$ cat config.mk
export PLATFORM = sky130hd
export DESIGN_NAME = tff_reg_arbiter
export DESIGN_NICKNAME = d
export VERILOG_FILES = /design/src/rtl/tff_arb_pkg.sv /design/src/rtl/tff_bank.sv /design/src/rtl/tff_reg_arbiter.sv
export SDC_FILE = /design/constraint.sdc
export NUM_CORES = 1
export LEC_CHECK = 0
export ABC_CLOCK_PERIOD_IN_PS = 1100
export BUFFER_PORTS_ARGS = -buffer_cell sky130_fd_sc_hd__buf_2
export CAP_MARGIN = 0
export CORE_MARGIN = 4
export CORE_UTILIZATION = 41
export CTS_BUF_LIST = sky130_fd_sc_hd__clkbuf_2
export DETAILED_ROUTE_END_ITERATION = 8
export PLACE_DENSITY = 0.77
export SETUP_SLACK_MARGIN = 0.4
export SLEW_MARGIN = 30
export SYNTH_ARGS = -nofsm -noshare
export SYNTH_HDL_FRONTEND = slang
export SYNTH_SLANG_ARGS = --single-unit
export TNS_END_PERCENT = 5
$ cat constraint.sdc
create_clock -name clk -period 1.1 [get_ports clk]
set_input_delay 0.11 -clock clk [delete_from_list [all_inputs] [get_ports clk]]
set_output_delay 0.11 -clock clk [all_outputs]
set_load 0.05 [all_outputs]
$ cat src/rtl/tff_arb_pkg.sv
// -----------------------------------------------------------------------------
// tff_arb_pkg
// Shared definitions for the T-flip-flop register arbiter:
//   - state_t   : FSM state encodings (2'd3 is unused and recovers to IDLE)
//   - OP_LOAD / OP_TOGGLE : operation codes carried on op0/op1
//   - winner_sel: round-robin pick between two requesters
// -----------------------------------------------------------------------------
package tff_arb_pkg;

    typedef enum logic [1:0] {
        ST_IDLE  = 2'd0,
        ST_APPLY = 2'd1,
        ST_ACK   = 2'd2
    } state_t;

    localparam logic OP_LOAD   = 1'b0;
    localparam logic OP_TOGGLE = 1'b1;

    // Returns the index of the winning requester. With both requesting, the
    // pointer decides; a lone requester wins regardless of the pointer.
    function automatic logic winner_sel(input logic req_a,
                                        input logic req_b,
                                        input logic ptr);
        logic w_sel;
        if (req_a && req_b) begin
            w_sel = ptr;
        end else if (req_b) begin
            w_sel = 1'b1;
        end else begin
            w_sel = 1'b0;
        end
        return w_sel;
    endfunction

endpackage

$ cat src/rtl/tff_bank.sv
// -----------------------------------------------------------------------------
// tff_bank
// WIDTH T flip-flops: each bit inverts when its t bit is high.
// Ports:
//   clk : rising-edge clock
//   rst : synchronous active-low reset, clears all bits
//   t   : per-bit toggle enable
//   q   : register contents (registered)
// -----------------------------------------------------------------------------
module tff_bank #(
    parameter int WIDTH = 8
) (
    input  logic             clk,
    input  logic             rst,
    input  logic [WIDTH-1:0] t,
    output logic [WIDTH-1:0] q
);

    logic [WIDTH-1:0] r_q;

    // T flip-flop array: q toggles where t is set.
    always_ff @(posedge clk) begin
        if (!rst) begin
            r_q <= {WIDTH{1'b0}};
        end else begin
            r_q <= r_q ^ t;
        end
    end

    assign q = r_q;

endmodule

$ cat src/rtl/tff_reg_arbiter.sv
// -----------------------------------------------------------------------------
// tff_reg_arbiter
// Two-requester round-robin write controller for a register built from T
// flip-flops. Each grant runs IDLE -> APPLY -> ACK. A LOAD is turned into a
// toggle mask (data ^ q) so the T-flop bank ends up holding the loaded value.
// Ports:
//   clk                : rising-edge clock
//   rst                : synchronous active-low reset
//   req0/op0/data0     : requester 0 level request, op (0 LOAD, 1 TOGGLE), operand
//   req1/op1/data1     : requester 1, same meaning
//   ack0/ack1          : one-cycle completion pulse to the served requester
//   grant              : one-hot owner (bit0 = requester 0), 2'b00 when idle
//   busy               : high whenever the FSM is not IDLE
//   q                  : shared register contents
// All outputs are registered.
// -----------------------------------------------------------------------------
module tff_reg_arbiter
    import tff_arb_pkg::*;
#(
    parameter int WIDTH = 8
) (
    input  logic             clk,
    input  logic             rst,
    input  logic             req0,
    input  logic             op0,
    input  logic [WIDTH-1:0] data0,
    input  logic             req1,
    input  logic             op1,
    input  logic [WIDTH-1:0] data1,
    output logic             ack0,
    output logic             ack1,
    output logic [1:0]       grant,
    output logic             busy,
    output logic [WIDTH-1:0] q
);

    state_t           r_state;
    logic             r_ptr;
    logic             r_win;
    logic             r_op;
    logic [WIDTH-1:0] r_data;
    logic [1:0]       r_grant;
    logic             r_busy;
    logic             r_ack0;
    logic             r_ack1;

    state_t           w_state_nxt;
    logic             w_ptr_nxt;
    logic             w_win_nxt;
    logic             w_op_nxt;
    logic [WIDTH-1:0] w_data_nxt;
    logic [1:0]       w_grant_nxt;
    logic             w_busy_nxt;
    logic             w_ack0_nxt;
    logic             w_ack1_nxt;
    logic [WIDTH-1:0] w_t;
    logic             w_pick;
    logic [WIDTH-1:0] w_q;

    assign w_pick = winner_sel(req0, req1, r_ptr);

    // Next-state, operand latch, output and toggle-mask logic.
    always_comb begin
        w_state_nxt = r_state;
        w_ptr_nxt   = r_ptr;
        w_win_nxt   = r_win;
        w_op_nxt    = r_op;
        w_data_nxt  = r_data;
        w_grant_nxt = r_grant;
        w_busy_nxt  = r_busy;
        w_ack0_nxt  = 1'b0;
        w_ack1_nxt  = 1'b0;
        w_t         = {WIDTH{1'b0}};
        case (r_state)
            ST_IDLE: begin
                if (req0 || req1) begin
                    w_win_nxt   = w_pick;
                    w_op_nxt    = w_pick ? op1 : op0;
                    w_data_nxt  = w_pick ? data1 : data0;
                    w_grant_nxt = w_pick ? 2'b10 : 2'b01;
                    w_busy_nxt  = 1'b1;
                    w_state_nxt = ST_APPLY;
                end else begin
                    w_grant_nxt = 2'b00;
                    w_busy_nxt  = 1'b0;
                    w_state_nxt = ST_IDLE;
                end
            end
            ST_APPLY: begin
                // LOAD flips exactly the bits that differ from the target.
                w_t         = (r_op == OP_LOAD) ? (r_data ^ w_q) : r_data;
                w_ack0_nxt  = ~r_win;
                w_ack1_nxt  = r_win;
                w_state_nxt = ST_ACK;
            end
            ST_ACK: begin
                // The loser gets priority on the next collision.
                w_ptr_nxt   = ~r_win;
                w_grant_nxt = 2'b00;
                w_busy_nxt  = 1'b0;
                w_state_nxt = ST_IDLE;
            end
            default: begin
                w_grant_nxt = 2'b00;
                w_busy_nxt  = 1'b0;
                w_state_nxt = ST_IDLE;
            end
        endcase
    end

    // State, pointer, operand latches and registered outputs.
    always_ff @(posedge clk) begin
        if (!rst) begin
            r_state <= ST_IDLE;
            r_ptr   <= 1'b0;
            r_win   <= 1'b0;
            r_op    <= OP_LOAD;
            r_data  <= {WIDTH{1'b0}};
            r_grant <= 2'b00;
            r_busy  <= 1'b0;
            r_ack0  <= 1'b0;
            r_ack1  <= 1'b0;
        end else begin
            r_state <= w_state_nxt;
            r_ptr   <= w_ptr_nxt;
            r_win   <= w_win_nxt;
            r_op    <= w_op_nxt;
            r_data  <= w_data_nxt;
            r_grant <= w_grant_nxt;
            r_busy  <= w_busy_nxt;
            r_ack0  <= w_ack0_nxt;
            r_ack1  <= w_ack1_nxt;
        end
    end

    tff_bank #(
        .WIDTH (WIDTH)
    ) u_bank (
        .clk (clk),
        .rst (rst),
        .t   (w_t),
        .q   (w_q)
    );

    assign q     = w_q;
    assign grant = r_grant;
    assign busy  = r_busy;
    assign ack0  = r_ack0;
    assign ack1  = r_ack1;

endmodule

# After elaboration in Yosys (flattened, before gate mapping)
# Index checks and enable logic that the tools add are counted.
# Widths: inputs -> output; s select.
[classes]
eq_ne = 2
mux = 13
n_bitwise = 3
reduce_logical = 5
[ops]
columns = ["cell", "count"]
rows = [
  ["$mux 8", 3],
  ["$xor 8x8->8", 2],
  ["$pmux 2 s2", 2],
  ["$mux 1", 5],
  ["$mux 2", 2],
  ["$reduce_and 2->1", 2],
  ["$eq 2x1->1 const B", 1],
  ["$eq 2x2->1 const B", 1],
  ["$logic_not 2->1", 1],
  ["$pmux 1 s2", 1],
  ["$logic_and 1x1->1", 1],
  ["$logic_or 1x1->1", 1],
  ["$not 1->1", 1],
]
[word_totals]
regBits = 26
in_bits = 22
out_inout_bits = 13
wordCells = 33

# Depth between registers and ports, before layout
[logic_depth]
ltp_word = 5
mapped_depth = 4
ltp_nobuf = 3

# Cells and area by module
# From an unflattened synthesis, not the netlist that was laid out.
[unflattened]
cells_unflattened = 134
hier_area_um2 = 1161.1
[modules_own_cells]
columns = ["mod", "n_inst", "cells_each", "area_per_inst_um2", "seq_area_each_um2"]
rows = [
  ["tff_reg_arbiter", 1, 110, 880.8, 360.3],
  ["tff_bank", 1, 24, 280.3, 160.2],
]

# Worst setup path after synthesis
# OpenSTA, ideal clock, no wires.
[synth_timing]
path_type = "reg2reg"
from = "register u_bank.r_q[1], in the netlist u_bank.q[1]"
to = "register u_bank.r_q[1], in the netlist u_bank.q[1]"
t_arrival_ps = 1197
slack_ps = -190
stages_incl_launch_ff = 3
synth_period_minus_slack_ps = 1290
path_cell_list = "dfxtp_1 > mux2_2 > o32ai_1"
[synth_between]
elab_chain_cells = 4
[synth_rtl]
columns = ["element", "line_no", "text"]
rows = [
  ["start: declaration", "tff_bank.sv:19", "logic [WIDTH-1:0] r_q;"],
  ["start signal: assignment", "tff_bank.sv:24", "r_q <= {WIDTH{1'b0}};"],
  ["start signal: assignment", "tff_bank.sv:26", "r_q <= r_q ^ t;"],
  ["$xor 8x8->8", "tff_reg_arbiter.sv:91", "w_t = (r_op == OP_LOAD) ? (r_data ^ w_q) : r_data;"],
  ["$mux 8", "tff_reg_arbiter.sv:91", ""],
  ["$mux 8", "tff_reg_arbiter.sv:74", "case (r_state)"],
  ["$xor 8x8->8 (*)", "tff_bank.sv:26", ""],
]
# Every way passes the cells marked *; elsewhere a longest branch is shown, timed or not.
# A chain may end at the register's enable or synchronous reset.

# Worst setup path in the final report
[layout_timing]
from = "register r_ptr"
to = "register r_data[1]"
[layout_between]
elab_chain_cells = 2
[layout_rtl]
columns = ["element", "line_no", "text"]
rows = [
  ["start: declaration", "tff_reg_arbiter.sv:38", "logic r_ptr;"],
  ["start signal: assignment", "tff_reg_arbiter.sv:125", "r_ptr <= w_ptr_nxt;"],
  ["$mux 1", "tff_arb_pkg.sv:25", "if (req_a && req_b) begin"],
  ["$mux 8", "tff_reg_arbiter.sv:79", "w_data_nxt = w_pick ? data1 : data0;"],
  ["end signal: assignment", "tff_reg_arbiter.sv:118", "r_data <= {WIDTH{1'b0}};"],
  ["end signal: assignment", "tff_reg_arbiter.sv:128", "r_data <= w_data_nxt;"],
  ["end: declaration", "tff_reg_arbiter.sv:41", "logic [WIDTH-1:0] r_data;"],
]
# No other way between the ends.

==> results.toml <==
[run_status]
status = "finished with violations"
violations = "negative setup slack"

[grt]
grt_pass1_vias = 1180
grt_util_all_layers_pct = 17.60
grt_max_degree = 23
grt_pass1_wl_um = 5630
grt_overflow = 0
antenna_found_initial = 0

[setup_path]
rr_startpoint = "r_ptr$_SDFFE_PN0N_"
critPathLaunch = "r_ptr$_SDFFE_PN0N_"
cp_max_fo = 5
setup.worst_path.start_class = "register"
crit_path_end_kind = "register"
critical_path_class = "register to register"
slowest_stage = "dfxtp_4"
crit_arrival_ps = 1450
path_cells = "nand2b_4 > and3_1 > o311a_1"
critPathRequiredTime_ps = 1390
max_stage_delay_ps = 410

[routing]
viasPerCell = 5.856
wirelength_um = 3561
firstDrtPassIters = 4
routedWlPerCell_um = 16.56
drc = 0
drtAntennaViolNets = 0
drtIter0Drc = 71
num_vias = 1259

[timing]
finalSetupViolations = 11
slew_headroom_pct = 56.94
slew_viol_final = 0
final-hold-violation-count = 0
final.setup.tns_ps = -419.8
post-route-min-period_ps = 1161
fin_crit_sh_pct = 105.5
fmax_ghz = 0.8617
holdWs_ps = 112.7
rsz0062_at_grt = "yes"
finalClockSkew_ps = 26.48
tightest_slew_ps = 643.5
fin_ws_ps = -60.53

[synth]
synth_cell_type_count = 26
syn_avg_cell_area_um2 = 8.812
synth_cells = 141
synth_edf_count = 0
netlist_top_cells_area = "dfxtp_1 42%, o311a_1 7.3%, a21boi_0 5.4%"
async_flop_share_pct = 0
synth_common_cells = "26 x dfxtp_1, 12 x a21oi_1, 11 x nand2_1"
syn-num-nets = 163
synth_flop_cell = "dfxtp_1"
syn-cell-area_mm2 = 0.001242
netlist.area_leader.share_pct = 41.89
synth_seq_cells = 26
synth_most_common_cell = "dfxtp_1"
yosys_warnings = 0
synth_top_cell_by_area = "dfxtp_1"
ys_seq_area_share_pct = 41.89

[clock_network]
htreeDepth = 1
clock_sinks = 26
hold_buffers = 0
insertion_delay_ps = 360
path_clk_slew_ps = 260
ctsRootBufferMaster = "clkbuf_2"
cts_made_buffers = 3
cts_tree = "done"
ctsLongestPathBuffers = 2

[cells_and_area]
nets = 207
antenna_cells = 0
drive_above_1_share_pct = 52.17
syn2layout_area_growth_pct = 50.15
nFillCells = 222
final_cells = 215

[placed_design]
dp_cells = 203
numPortBuffers = 34
hpwlAfterDp_um = 2140
gp_congestion = 0.8544

[pwr]
ir_worst_vdd_mv = 0.6903
cellPowerDensity_mw_per_mm2 = 1169
leakage_nw = 0.7822

[floorplanning]
dieArea_mm2 = 0.003975
rows = 19
ios = 35
die_h_um = 63.05
placeableCoreArea_mm2 = 0.002829
dieWidth_um = 63.05
start_util_pct = 43.92

[worst_hold_path]
hp-start = "data1[4]"
min_path_type = "primary input to register"

[job]
cap_violations = 0
==> flip-flops by register name, indices dropped and copies added (netlist names) <==
| register | flops |
|---|---|
| r_op | 1 |
| grant | 2 |
| r_win | 1 |
| ack0 | 1 |
| u_bank.q | 8 |
| ack1 | 1 |
| r_ptr | 1 |
| r_state | 2 |
| busy | 1 |
| r_data | 8 |
==> metal layers <==
layer / GRT usage [%] / part of all wire [%] / up-vias / wire length, um
li1: - / - / 612 / -
met1: 23.00 / 41 / 601 / 1472
met2: 29.51 / 52 / 42 / 1849
met3: 1.243 / 5.1 / 4 / 183
met4: 7.989 / 1.5 / 0 / 55
met5: 0 / 0 / - / 0
==> cell families (layout without fill, tap and decap cells) <==
group / count (synthesis) / after routing / synth area share (%)
mux: 6 / 6 / 5.438
simple gates: 37 / 41 / 15.51
buf+inv: 20 / 58 / 7.855
compound gates: 52 / 53 / 29.31
flops: 26 / 26 / 41.89
==> cells in the final DEF, fill, tap and decap left out, types with 2 or more instances in the layout <==
cell      instances
o311a_1           9
o21ai_4           2
mux2_4            2
clkbuf_2          3
and3_4            3
a21boi_1          2
buf_6             3
o21ai_0           5
nand2b_4          5
or2_4             2
and3_1            7
buf_2            21
nand2_1          11
a21oi_1          10
o32ai_2           6
dfxtp_2           8
a21oi_2           2
nand3_1           3
nor2_1            3
buf_8            13
dfxtp_1           9
buf_4             9
mux2_2            4
o21bai_1          3
inv_1             8
o21ai_1           5
nor2b_1           2
a21boi_0          7
dfxtp_4           9
==> stage by stage <==
step | utilization (%) | setup slack [ps] | power (W) | area [um^2]
after floorplan | - | 3.430 | 0.001485 | 1294
after global placement | 52.90 | -83.13 | 0.001601 | 1496
after detailed placement | 52.90 | -111.5 | 0.001621 | 1496
after CTS | 62.58 | -30.11 | 0.002132 | 1770
after global routing | 65.94 | -91.19 | 0.002297 | 1866
final | 65.94 | -60.53 | 0.002181 | 1866
==> worst max-delay path: cells and delay by family, from the launching register on <==
kind / cells / cell delay, ps
AND/OR/NAND/NOR: 2 / 360
AO/OA/AOI/OAI: 1 / 350
flip-flops: 1 / 410
==> power by group <==
group | switching, W | internal [W] | total [W] | leakage (nW)
clock network | 0.000282 | 0.0000789 | 0.000361 | 0.0140
registers | 0.0000905 | 0.00102 | 0.00111 | 0.223
logic | 0.000367 | 0.000343 | 0.000710 | 0.545
total | 0.000740 | 0.00144 | 0.00218 | 0.782
==> layout make-up <==
cell class / count / area, um^2 / share of cell area, %
Clock inverter: 1 / 3.754 / 0.2012
Tap cell: 31 / 38.79 / 2.079
Multi-Input combinational cell: 100 / 812.0 / 43.53
Clock buffer: 3 / 15.01 / 0.8048
Inverter: 8 / 30.03 / 1.610
Sequential cell: 26 / 564.3 / 30.25
Timing Repair Buffer: 46 / 401.6 / 21.53
==> path summary, 6_finish.rpt <==
kind,endpoint,slack [ps],cells past startpoint
worst min-delay path,r_data[4]$_SDFFE_PN0P_,110,3
worst min register to register,grant[0]$_SDFFE_PN0P_,500,2
worst max-delay path,r_data[1]$_SDFFE_PN0P_,-60,3
worst max register to register,r_data[1]$_SDFFE_PN0P_,-60,3
==> timing repair <==
| action | 4_1_cts | 5_1_grt |
|---|---|---|
| gates resized for setup | 65 | 22 |
| gates cloned | 4 | 1 |
| endpoints found under the setup margin | 39 | 39 |
| pin swaps | 7 | 16 |
| setup buffers | 1 | 2 |
Note: power is estimated with default switching activity, not from simulation.
